<file path="src/rtl/ws2812_frame_sched.sv">
// ws2812_frame_sched
//
// Frame scheduler and double-buffered pixel store for a ws2812c-style serial
// LED driver. A host fills the back buffer and commits the frame. The commit is
// held pending until the next frame boundary (LATCH), where the back buffer is
// copied into the front buffer in one cycle. Each frame holds the driver in
// reset, then serves its pixel requests from the front buffer. Frames repeat
// every FRAME_CYCLES cycles once the first commit has arrived.
//
// Ports:
//   clk, reset_n          clock, asynchronous active-low reset
//   wr_valid/wr_ready     host pixel write handshake (ready low while a swap is pending)
//   wr_addr, wr_data      pixel index and {red, green, blue} value
//   commit                one-cycle pulse: back buffer complete
//   commit_done           one-cycle pulse when the buffer swap happens
//   drv_reset             active-high reset to the driver (held at frame start)
//   drv_address           pixel index requested by the driver
//   drv_new_address       driver strobe: it has moved to drv_address
//   red_out/green_out/blue_out  pixel data, one cycle after drv_address
//   busy                  high outside IDLE
//   frame_overrun         sticky: streaming outlasted the frame period
//
// Optional feature macro: WS2812_GAMMA_EN
//   defined   -> each channel c is output as (c*c)>>8 in the same register stage
//   undefined -> raw buffer values are passed through

module ws2812_frame_sched #(
  parameter int NUM_LEDS     = 8,
  parameter int ADDR_BITS    = 3,
  parameter int FRAME_CYCLES = 800_000,
  parameter int RESET_CYCLES = 16
) (
  input  logic                 clk,
  input  logic                 reset_n,
  input  logic                 wr_valid,
  output logic                 wr_ready,
  input  logic [ADDR_BITS-1:0] wr_addr,
  input  logic [23:0]          wr_data,
  input  logic                 commit,
  output logic                 commit_done,
  output logic                 drv_reset,
  input  logic [ADDR_BITS-1:0] drv_address,
  input  logic                 drv_new_address,
  output logic [7:0]           red_out,
  output logic [7:0]           green_out,
  output logic [7:0]           blue_out,
  output logic                 busy,
  output logic                 frame_overrun
);

  localparam int DEPTH = 1 << ADDR_BITS;
  localparam int TW    = $clog2(FRAME_CYCLES);
  localparam int RW    = $clog2(RESET_CYCLES + 1);
  localparam int SW    = $clog2(NUM_LEDS + 1);
  localparam int AW1   = ADDR_BITS + 1;

  localparam logic [TW-1:0]  TIMER_MAX   = TW'(FRAME_CYCLES - 1);
  localparam logic [RW-1:0]  RST_LAST    = RW'(RESET_CYCLES - 1);
  localparam logic [SW-1:0]  SERVED_LAST = SW'(NUM_LEDS - 1);
  localparam logic [AW1-1:0] LED_LIMIT   = AW1'(NUM_LEDS);

  typedef enum logic [1:0] {
    S_IDLE,
    S_LATCH,
    S_STREAM,
    S_WAIT
  } state_t;

  state_t          state;
  logic [TW-1:0]   timer;
  logic [RW-1:0]   rst_cnt;
  logic [SW-1:0]   served;
  logic            swap_pending;
  logic            latch_go;
  logic [23:0]     back  [DEPTH];
  logic [23:0]     front [DEPTH];
  logic [23:0]     px_sel;

  // Optional brightness shaping; both forms fit in the single output stage.
  function automatic logic [7:0] shape(input logic [7:0] c);
`ifdef WS2812_GAMMA_EN
    logic [15:0] sq;
    sq = c * c;
    return sq[15:8];
`else
    return c;
`endif
  endfunction

  // The back buffer is frozen while a swap is pending so the committed frame
  // cannot be altered between commit and the copy at LATCH.
  assign wr_ready = ~swap_pending;

  // Frame boundary: first frame after a commit from IDLE, or the end of the
  // frame period in WAIT (re-sending the front buffer if nothing new arrived).
  assign latch_go = ((state == S_IDLE) && swap_pending) ||
                    ((state == S_WAIT) && (timer == TIMER_MAX));

  // ---- host write stage: back buffer ----
  always_ff @(posedge clk or negedge reset_n) begin
    if (!reset_n) begin
      for (int i = 0; i < DEPTH; i++) back[i] <= '0;
    end else if (wr_valid && wr_ready && ({1'b0, wr_addr} < LED_LIMIT)) begin
      // Out-of-range indices are accepted by the handshake but dropped here.
      back[wr_addr] <= wr_data;
    end
  end

  // ---- frame control: FSM, timer, swap into the front buffer ----
  always_ff @(posedge clk or negedge reset_n) begin
    if (!reset_n) begin
      state         <= S_IDLE;
      timer         <= '0;
      rst_cnt       <= '0;
      served        <= '0;
      swap_pending  <= 1'b0;
      commit_done   <= 1'b0;
      drv_reset     <= 1'b1;
      busy          <= 1'b0;
      frame_overrun <= 1'b0;
      for (int i = 0; i < DEPTH; i++) front[i] <= '0;
    end else begin
      commit_done <= 1'b0;

      // A second commit before the swap is simply absorbed.
      if (commit && !swap_pending) swap_pending <= 1'b1;

      // Timer runs from LATCH entry and parks at the last cycle of the period.
      if ((state != S_IDLE) && (timer != TIMER_MAX)) timer <= timer + 1'b1;

      case (state)
        S_LATCH: begin
          if (rst_cnt == RST_LAST) begin
            state     <= S_STREAM;
            drv_reset <= 1'b0;
          end else begin
            rst_cnt <= rst_cnt + 1'b1;
          end
        end
        S_STREAM: begin
          // Streaming is never cut short; the overrun is only recorded and
          // WAIT then falls straight through to the next LATCH.
          if (timer == TIMER_MAX) frame_overrun <= 1'b1;
          if (drv_new_address) begin
            served <= served + 1'b1;
            if (served == SERVED_LAST) state <= S_WAIT;
          end
        end
        default: ;
      endcase

      // LATCH entry overrides the timer/counter updates above.
      if (latch_go) begin
        state     <= S_LATCH;
        timer     <= '0;
        rst_cnt   <= '0;
        served    <= '0;
        drv_reset <= 1'b1;
        busy      <= 1'b1;
        if (swap_pending) begin
          for (int i = 0; i < DEPTH; i++) front[i] <= back[i];
          swap_pending <= 1'b0;
          commit_done  <= 1'b1;
        end
      end
    end
  end

  always_comb begin
    px_sel = '0;
    if ({1'b0, drv_address} < LED_LIMIT) px_sel = front[drv_address];
  end

  // ---- pixel output stage: one cycle after drv_address ----
  always_ff @(posedge clk or negedge reset_n) begin
    if (!reset_n) begin
      red_out   <= '0;
      green_out <= '0;
      blue_out  <= '0;
    end else begin
      red_out   <= shape(px_sel[23:16]);
      green_out <= shape(px_sel[15:8]);
      blue_out  <= shape(px_sel[7:0]);
    end
  end

endmodule

</file>
<file path="config.mk">
export PLATFORM = sky130hd
export DESIGN_NAME = ws2812_frame_sched
export DESIGN_NICKNAME = d
export VERILOG_FILES = /design/src/rtl/ws2812_frame_sched.sv
export SDC_FILE = /design/constraint.sdc
export NUM_CORES = 1
export LEC_CHECK = 0
export ABC_AREA = 1
export BUFFER_PORTS_ARGS = -buffer_cell sky130_fd_sc_hd__buf_2
export CAP_MARGIN = 20
export CORE_ASPECT_RATIO = 1.4
export CORE_MARGIN = 3
export CORE_UTILIZATION = 50
export DETAILED_ROUTE_END_ITERATION = 8
export PLACE_DENSITY = 0.74
export SETUP_SLACK_MARGIN = 0.15
export SLEW_MARGIN = 10
export SYNTH_ARGS = -nofsm -noshare
export SYNTH_HDL_FRONTEND = slang
export SYNTH_SLANG_ARGS = --single-unit
</file>
<file path="constraint.sdc">
create_clock -name clk -period 2.1 [get_ports clk]
set_clock_uncertainty 0.2 [all_clocks]
set_input_delay 0.315 -clock clk [delete_from_list [all_inputs] [get_ports clk]]
set_output_delay 0.315 -clock clk [all_outputs]
set_load 0.01 [all_outputs]
</file>
==> results of run 1 <==
==> registers in the layout, summed over array words and instances (netlist names), 2 cells and up <==
register / count
red_out: 8
rst_cnt: 5
timer: 20
blue_out: 8
back: 192
green_out: 8
served: 4
front: 192
state: 2
==> final cells by class <==
| class | count | share of cell area [%] |
|---|---|---|
| well taps | 467 | 2.64 |
| clock buffers | 60 | 5.68 |
| repair inverters | 1 | 0.0339 |
| repair buffers | 195 | 8.71 |
| multi-input cells | 1515 | 31.1 |
| clock inverters | 14 | 0.655 |
| inverters | 57 | 0.988 |
| flip-flops and latches | 444 | 50.1 |
==> layer usage <==
layer / global-route usage [%] / routed length (um) / up-vias
li1: - / - / 7189
met1: 31.9 / 20200 / 7660
met2: 41.4 / 25500 / 603
met3: 3.38 / 3130 / 100
met4: 7.01 / 1390 / 0
met5: 0 / 0 / -
==> path summary, 6_finish.rpt <==
check                           start          to  slack [ns]
max in group asynchronous     reset_n    back[97]        0.84
hold / removal                reset_n  rst_cnt[0]        0.04
setup reg to reg             timer[0]   front[92]        0.07
hold reg to reg             front[30]   front[30]        0.26
setup / recovery             timer[0]   front[92]        0.07
min in group clk           wr_addr[0]    back[83]        0.08
==> power by group <==
part           switching, mW  total [mW]  internal [mW]
sequential             0.109        8.84           8.73
clock                   3.27        7.69           4.43
combinational          0.673        1.01          0.337
==> Yosys cell counts (2+ instances only) <==
cell type,count
sky130_fd_sc_hd__nand4_1,3
sky130_fd_sc_hd__nor2_1,250
sky130_fd_sc_hd__buf_6,19
sky130_fd_sc_hd__inv_1,52
sky130_fd_sc_hd__nand2_1,718
sky130_fd_sc_hd__ha_1,4
sky130_fd_sc_hd__clkbuf_1,69
sky130_fd_sc_hd__nor2_4,2
sky130_fd_sc_hd__nand2_2,2
sky130_fd_sc_hd__xor2_1,13
sky130_fd_sc_hd__o21ai_0,180
sky130_fd_sc_hd__dfrtp_1,443
sky130_fd_sc_hd__o21ai_1,13
sky130_fd_sc_hd__nor3b_1,2
sky130_fd_sc_hd__buf_1,3
sky130_fd_sc_hd__a21oi_1,49
sky130_fd_sc_hd__buf_2,31
sky130_fd_sc_hd__inv_2,4
sky130_fd_sc_hd__o32ai_1,48
sky130_fd_sc_hd__nand3_2,2
sky130_fd_sc_hd__nand3_1,214
sky130_fd_sc_hd__nor3_1,5
sky130_fd_sc_hd__buf_4,22
==> timing repair <==
item,CTS,global route
gates cloned,3,8
pin swaps,7,15
hold buffers,28,0
setup endpoints to repair,232,337
hold endpoints to repair,531,0
resized for setup,11,40
buffers inserted,12,13
==> worst reg2reg max path: stages (launching register included) <==
cell                        delay, ns
sky130_fd_sc_hd__dfrtp_1         0.41
sky130_fd_sc_hd__ha_4            0.17
sky130_fd_sc_hd__nand3_4         0.10
sky130_fd_sc_hd__nor2_4          0.16
sky130_fd_sc_hd__nand4_4         0.16
sky130_fd_sc_hd__nand2_8         0.16
sky130_fd_sc_hd__nand2_8         0.15
sky130_fd_sc_hd__clkbuf_16       0.25
sky130_fd_sc_hd__nand2_1         0.09
sky130_fd_sc_hd__nand2_1         0.07
==> logic make-up (layout without fill, tap and decap cells) <==
group / after synthesis / count (layout) / share of synthesized area, %
AND/OR/NAND/NOR: 1205 / 1206 / 25.9
flip-flops: 444 / 444 / 59.0
AO/OA/AOI/OAI: 292 / 292 / 8.74
buffers and inverters: 201 / 327 / 5.41
XOR/XNOR: 13 / 13 / 0.605
adder cells (fa/ha/maj): 4 / 4 / 0.266
==> results.md, run 1 <==
- The post-synthesis cell area is 18800 um2.
- TritonCTS built the clock tree.
- The finished layout holds 2753 standard cells, fillers aside.
- The largest stage delay on the critical path is 0.41 ns.
- The slack of the critical path is 0.0731 ns.
- The number of cells in the design after placement is 2615.
- For this run, the register share of the synthesized area comes to 59.0%.
- For this block, the initial DRC count from the detailed router was 1407.
- Synthesis produced a netlist with a net count of 2198.
- Of the cells placed in the final design, the portion with a size suffix greater than 1 is 12.7%.
- The count of maximum capacitance violations is 0.
- During placement, the flow inserted port buffers numbering 63.
- The die covers 40000 um2.
- The area growth from synthesis to layout is 17.8%.
- The peak clock frequency supported by timing is 0.493 GHz.
- The area occupied by registers is 11100 um2.
- The routed wire length per instance is 18.2 um.
- The cell at the slowest stage of the critical path is sky130_fd_sc_hd__dfrtp_1.
- The initial utilization of the core area, before any placement, comes to 51.0%.
- The final number of max-transition violations came to 0.
- The share of flip-flops with an asynchronous set or reset is 100%.
- The row count is 83.
- The number of H-tree levels is 2.
- VDD sags by at most 0.618 mV.
- The most used flip-flop cell after synthesis is sky130_fd_sc_hd__dfrtp_1.
- In this run the worst path has a maximum fanout of 17.
- In this run the number of cells on the critical path is 9.
- In the finished design, the share of the clock period the worst path needs comes to 96.5%.
- The critical path in this run is classified as reg2reg.
- The static leakage is 11.4 nW.
- The kind of cell with the highest combined delay along the critical path is simple AND/OR/NAND/NOR gates.
- For this run, the detailed router's first-pass iteration total came to 6.
- The overall die width is 170 um.
- The finished cells cover 22200 um2.
- At the end of routability-driven placement, the weighted congestion stood at 0.858.
- Setup violations remaining at the end of the flow were counted as 0.
- The placed instances occupy a cell area of 19800 um2.
- The global-route wire length before repair is 78900 um.
- OpenSTA, run right after detailed placement, puts the worst setup slack at -0.00332 ns.
- The clock passes through at most 3 buffers.
- Synthesis produced 2159 cells.
- The run finished with clean final reports.
- The worst-skew pair later-pin latency is 0.56 ns.
- The via density per instance is 5.65.
- The total power density per cell area is 792 nW/um2.
- For the worst setup path, the data required time is 2.34 ns.
- Global routing used 24.1% of the available tracks across all layers.
- Headroom to the max-slew limit came out at 67.2%.
- The critical path startpoint category is a flop.
- The number of clock sinks is 444.
- The initial antenna violation count is 0.
- At the pin with the least slew margin, the transition time is 0.492 ns.
- The data arrival time of the critical path is 2.27 ns.
- A synthesized cell averages 8.72 um2.
- Summed over all instances, the cell type with the most area after synthesis is sky130_fd_sc_hd__dfrtp_1.
- The total power draw is 17.5 mW.
- Traced cell by cell, the critical path runs through ha_4 > nand3_4 > nor2_4 > nand4_4 > nand2_8 > nand2_8 > clkbuf_16 > nand2_1 > nand2_1.
- The filler cells instantiated in the layout total 2975.
- The number of enable flip-flop cells after synthesis is 0.
- After synthesis, the largest area contributor takes up 58.9% of total cell area.
- For this run, design rule violations remaining after detail routing come to 0.
- 64 I/O pins were placed.
- In this run the remaining antenna-violating nets after routing total 0.
- The via count of the first global-routing pass was 15.2k.
- The number of hold-slack violations in the final timing report is 0.
- Summing all multi-input logic gate instances after layout gives 6900 um2.
- The number of cells on the worst reg-to-reg path is 9.
- Setup total negative slack on the finished layout was measured at 0 ns.
- Leaving out fill and tap cells, the most frequent cells in the layout are 699 x sky130_fd_sc_hd__nand2_1, 441 x sky130_fd_sc_hd__dfrtp_1, 247 x sky130_fd_sc_hd__nor2_1, 209 x sky130_fd_sc_hd__nand3_1, 178 x sky130_fd_sc_hd__o21ai_0.
- The die span in y is 236 um.
- Clock-pin slew was measured on the worst setup and hold paths at 0.07 ns.
- Sorting the synthesized cells by area gives the leading types as sky130_fd_sc_hd__dfrtp_1 59%, sky130_fd_sc_hd__nand2_1 14%, sky130_fd_sc_hd__nand3_1 5.7%, sky130_fd_sc_hd__nor2_1 5.0%, sky130_fd_sc_hd__o21ai_0 4.8%.
- The tightest hold path in the finished design has a slack of 0.0415 ns.
- After legalization and detailed placement, the total HPWL measured 26900 um.
- The wire length after detailed routing is 50200 um.
- Counting I/O delays and the setup requirement, the final critical path takes 2.03 ns.
- The pin count of the biggest net entering global routing is 86.
- STA classifies the critical path endpoint as a flop.
- After synthesis the netlist holds a flip-flop and latch count of 444.
- The number of clock buffers inserted by TritonCTS is 42.
- For this block, the via count after detailed routing is 15.6k.
- Setup repair after global routing could not meet its margin everywhere.
- The antenna diode instance count is 0.
- The class of the most critical hold timing path is in2async.
- The total global routing overflow is 0.
- The distinct cell type count after synthesis is 34.
- The net count of the finished layout is 2295.
- The root buffer cell chosen for the clock tree is sky130_fd_sc_hd__clkbuf_16.
- Yosys printed 0 warnings.
- The commonest non-fill, non-tap cell in the layout is sky130_fd_sc_hd__nand2_1.
- At the end of the flow the core is filled with cells to 60.1%.
- The total buffers and inverters traversed by the critical path is 1.
- The floorplan step defined a core boundary enclosing 36900 um2.
(Power assumes the default switching activity.)
==> run 2: changes to the inputs <==
--- a/config.mk
+++ b/config.mk
@@ -6,13 +6,13 @@
 export NUM_CORES = 1
 export LEC_CHECK = 0
 export ABC_AREA = 1
-export BUFFER_PORTS_ARGS = -buffer_cell sky130_fd_sc_hd__buf_2
 export CAP_MARGIN = 20
 export CORE_ASPECT_RATIO = 1.4
 export CORE_MARGIN = 3
 export CORE_UTILIZATION = 50
 export DETAILED_ROUTE_END_ITERATION = 8
-export PLACE_DENSITY = 0.74
+export DONT_BUFFER_PORTS = 1
+export PLACE_DENSITY = 0.73
 export SETUP_SLACK_MARGIN = 0.15
 export SLEW_MARGIN = 10
 export SYNTH_ARGS = -nofsm -noshare
==> run 2 against run 1 <==
  * Sequential power is essentially flat
  * Die area stayed put
  * Clock power down 5.7%
  * Sequential share of layout area is 1.2 points higher
  * The flow now finishes with violations (hold timing)
  * Flip-flop and latch count is the same
  * Via count is 3.9% lower
  * Critical endpoint is now timer[2]
  * Final area is 2.3% lower
  * Critical path type unchanged
  * Power down 4.1%
  * Final cell count is 2.4% lower
  * Count of clock-buffer cells in the layout is 5 higher
==> results.md, run 2 (synthesis results as in run 1) <==
- The critical path startpoint category is a flop.
- The peak clock frequency supported by timing is 0.500 GHz.
- The worst setup path is captured at a flop.
- The maximum fanout count along the critical path is 6.
- The later pin in the worst-skew pair is clocked with a latency of 0.56 ns.
- Before antenna repair, the detailed router went through 5 iterations.
- The root buffer cell is sky130_fd_sc_hd__clkbuf_16.
- In the finished design, the share of the clock period the worst path needs comes to 95.3%.
- In the final layout, the registers with the most flip-flops are back: 192 flops, front: 192 flops, timer: 20 flops.
- Global routing used 23.1% of the available tracks across all layers.
- The pin count of the biggest net entering global routing is 445.
- The number of DRC markers after the initial detailed-route iteration is 1501.
- Leaving out fill and tap cells, the most frequent cells in the layout are 712 x sky130_fd_sc_hd__nand2_1, 441 x sky130_fd_sc_hd__dfrtp_1, 247 x sky130_fd_sc_hd__nor2_1, 204 x sky130_fd_sc_hd__nand3_1, 180 x sky130_fd_sc_hd__o21ai_0.
- After the last flow step, the layout net total stands at 2228.
- The worst hold slack after final layout is -0.745 ns.
- For this design, the sink count on the clock tree is 444.
- Across the VDD grid, the largest voltage drop is 0.560 mV.
- After clock tree synthesis, the clock-pin slew on the worst setup and hold paths is 0.06 ns.
- The clock tree from TritonCTS is yes.
- In this run the power density over the cells is 777 nW/um2.
- The via count of the first global-routing pass is 14.4k.
- Dividing the detail-routed via count by the number of cells gives 5.56.
- The tool flagged a number of max-cap violations equal to 0.
- Setup violations remaining at the end of the flow were counted as 0.
- The final reports fail on hold timing.
- In this run the number of H-tree levels came out at 2.
- The number of clock buffers added by TritonCTS is 42.
- Dividing the detail-routed wire length by the instance count gives 17.6 um.
- The utilization after layout is 58.7%.
- For the pin with the worst max-slew slack, the measured transition is 1.09 ns.
- The worst setup path is of the reg2reg kind.
- For this block, the via count after detailed routing is 15.0k.
- The final routed DRC violation total is 0.
- 64 I/O pins were placed.
- The final number of max-transition violations came to 0.
- The count of nets left with antenna violations once routing finished came out at 0.
- The area growth from synthesis to layout is 15.1%.
- The global-route wire length before repair is 75100 um.
- Overall power consumption after layout is estimated at 16.8 mW.
- Counting the fill cells in the layout gives 3045.
- The initial antenna violation count was 0.
- The number of hold-slack violations in the final timing report is 444.
- The estimated wirelength of the detail-placed design is 24600 um.
- The analysis attributes to cell leakage a power of 11.0 nW.
- The congestion estimate from routability-driven global placement came to 0.794.
- The count of hold-fix buffers inserted at cts is 42.
- The core region is 36900 um2.
- The wire length after detailed routing is 47300 um.
- The die covers 40000 um2.
- The critical path data required time is 2.33 ns.
- From bottom edge to top edge, the die measures 236 um.
- The count of non-filler cells in the finished layout is 2688.
- Subtracting the final worst setup slack from the clock period gives 2.00 ns.
- The overall die width is 170 um.
- The worst pin sits at a relative slew slack of 27.1%.
- Summed over all layers, the global routing overflow is 0.
- The min-delay analysis places its worst path in the category in2async.
- The clock passes through at most 3 buffers.
- The count of buffers inserted at the top-level ports is 0.
- The data arrival time of the critical path is 2.23 ns.
- The initial core utilization is 51.0%.
- Leaving out fill and tap cells, the most frequent cell in the layout is sky130_fd_sc_hd__nand2_1.
- In the final layout, the share of cells above drive strength 1 is 8.78%.
- The number of cells in the design after placement is 2538.
- The row count is 83.
- The flow ran to the end, but the final reports show violations.
- For the final routed database, the setup TNS stands at 0 ns.
- Setup repair after global routing could not meet its margin everywhere.
[run 2: layer usage]
layer / routed length (um) / global-route usage, %
met1: 19900 / 31.6
met2: 23400 / 37.7
met3: 2590 / 3.54
met4: 1440 / 8.27
met5: 0 / 0
[run 2: worst paths after layout]
path | from | to | slack, ns | cells after the start
max | timer[1] | timer[2] | 0.1 | 9
min | reset_n | front[166] | -0.74 | 0
max reg2reg | timer[1] | timer[2] | 0.1 | 9
min reg2reg | front[120] | front[120] | 0.26 | 2
max in group asynchronous | reset_n | timer[6] | 1.49 | 0
min in group clk | drv_address[0] | green_out[3] | 0.01 | 4
[run 2: where the power goes]
part	internal, mW	leakage (nW)	switching, mW
logic	0.279	4.25	0.436
clock network	4.02	0.625	3.23
registers	8.73	6.09	0.135
total	13.0	11.0	3.81
[run 2: layout make-up]
cell class / count / area (um2) / area share (%)
sequential: 444 / 11100 / 51.3
clock inverter: 10 / 80.1 / 0.370
multi-input combinational: 1514 / 6850 / 31.6
inverter: 57 / 219 / 1.01
clock buffer: 65 / 1220 / 5.62
timing repair inverter: 1 / 7.51 / 0.0347
antenna: 1 / 2.50 / 0.0116
tap: 467 / 584 / 2.70
timing repair buffer: 129 / 1570 / 7.27
[run 2: timing repair]
item                                    4_1_cts  5_1_grt
pin swaps                                     9        9
endpoints found under the setup margin      215      307
gates cloned                                  2        5
endpoints found under the hold margin       664      444
resized for setup                             8       27
buffers inserted                              6       19
[run 2: critical path, cell delays in order, from the launching register on]
cell and delay, ns:
sky130_fd_sc_hd__dfrtp_1 0.41, sky130_fd_sc_hd__ha_4 0.18, sky130_fd_sc_hd__nand3_4 0.10, sky130_fd_sc_hd__nor2_4 0.17, sky130_fd_sc_hd__nand4_4 0.14, sky130_fd_sc_hd__nand2_8 0.16, sky130_fd_sc_hd__buf_12 0.14, sky130_fd_sc_hd__clkinvlp_4 0.20
sky130_fd_sc_hd__nand3_2 0.12, sky130_fd_sc_hd__nand2_1 0.07
[run 2: per-stage QoR]
stage,worst slack [ns],instance area [um2]
after floorplan,0.184,18800
after global placement,0.0696,19400
after detailed placement,0.0120,19400
after CTS,0.133,21300
after global routing,0.0199,21700
final,0.0982,21700
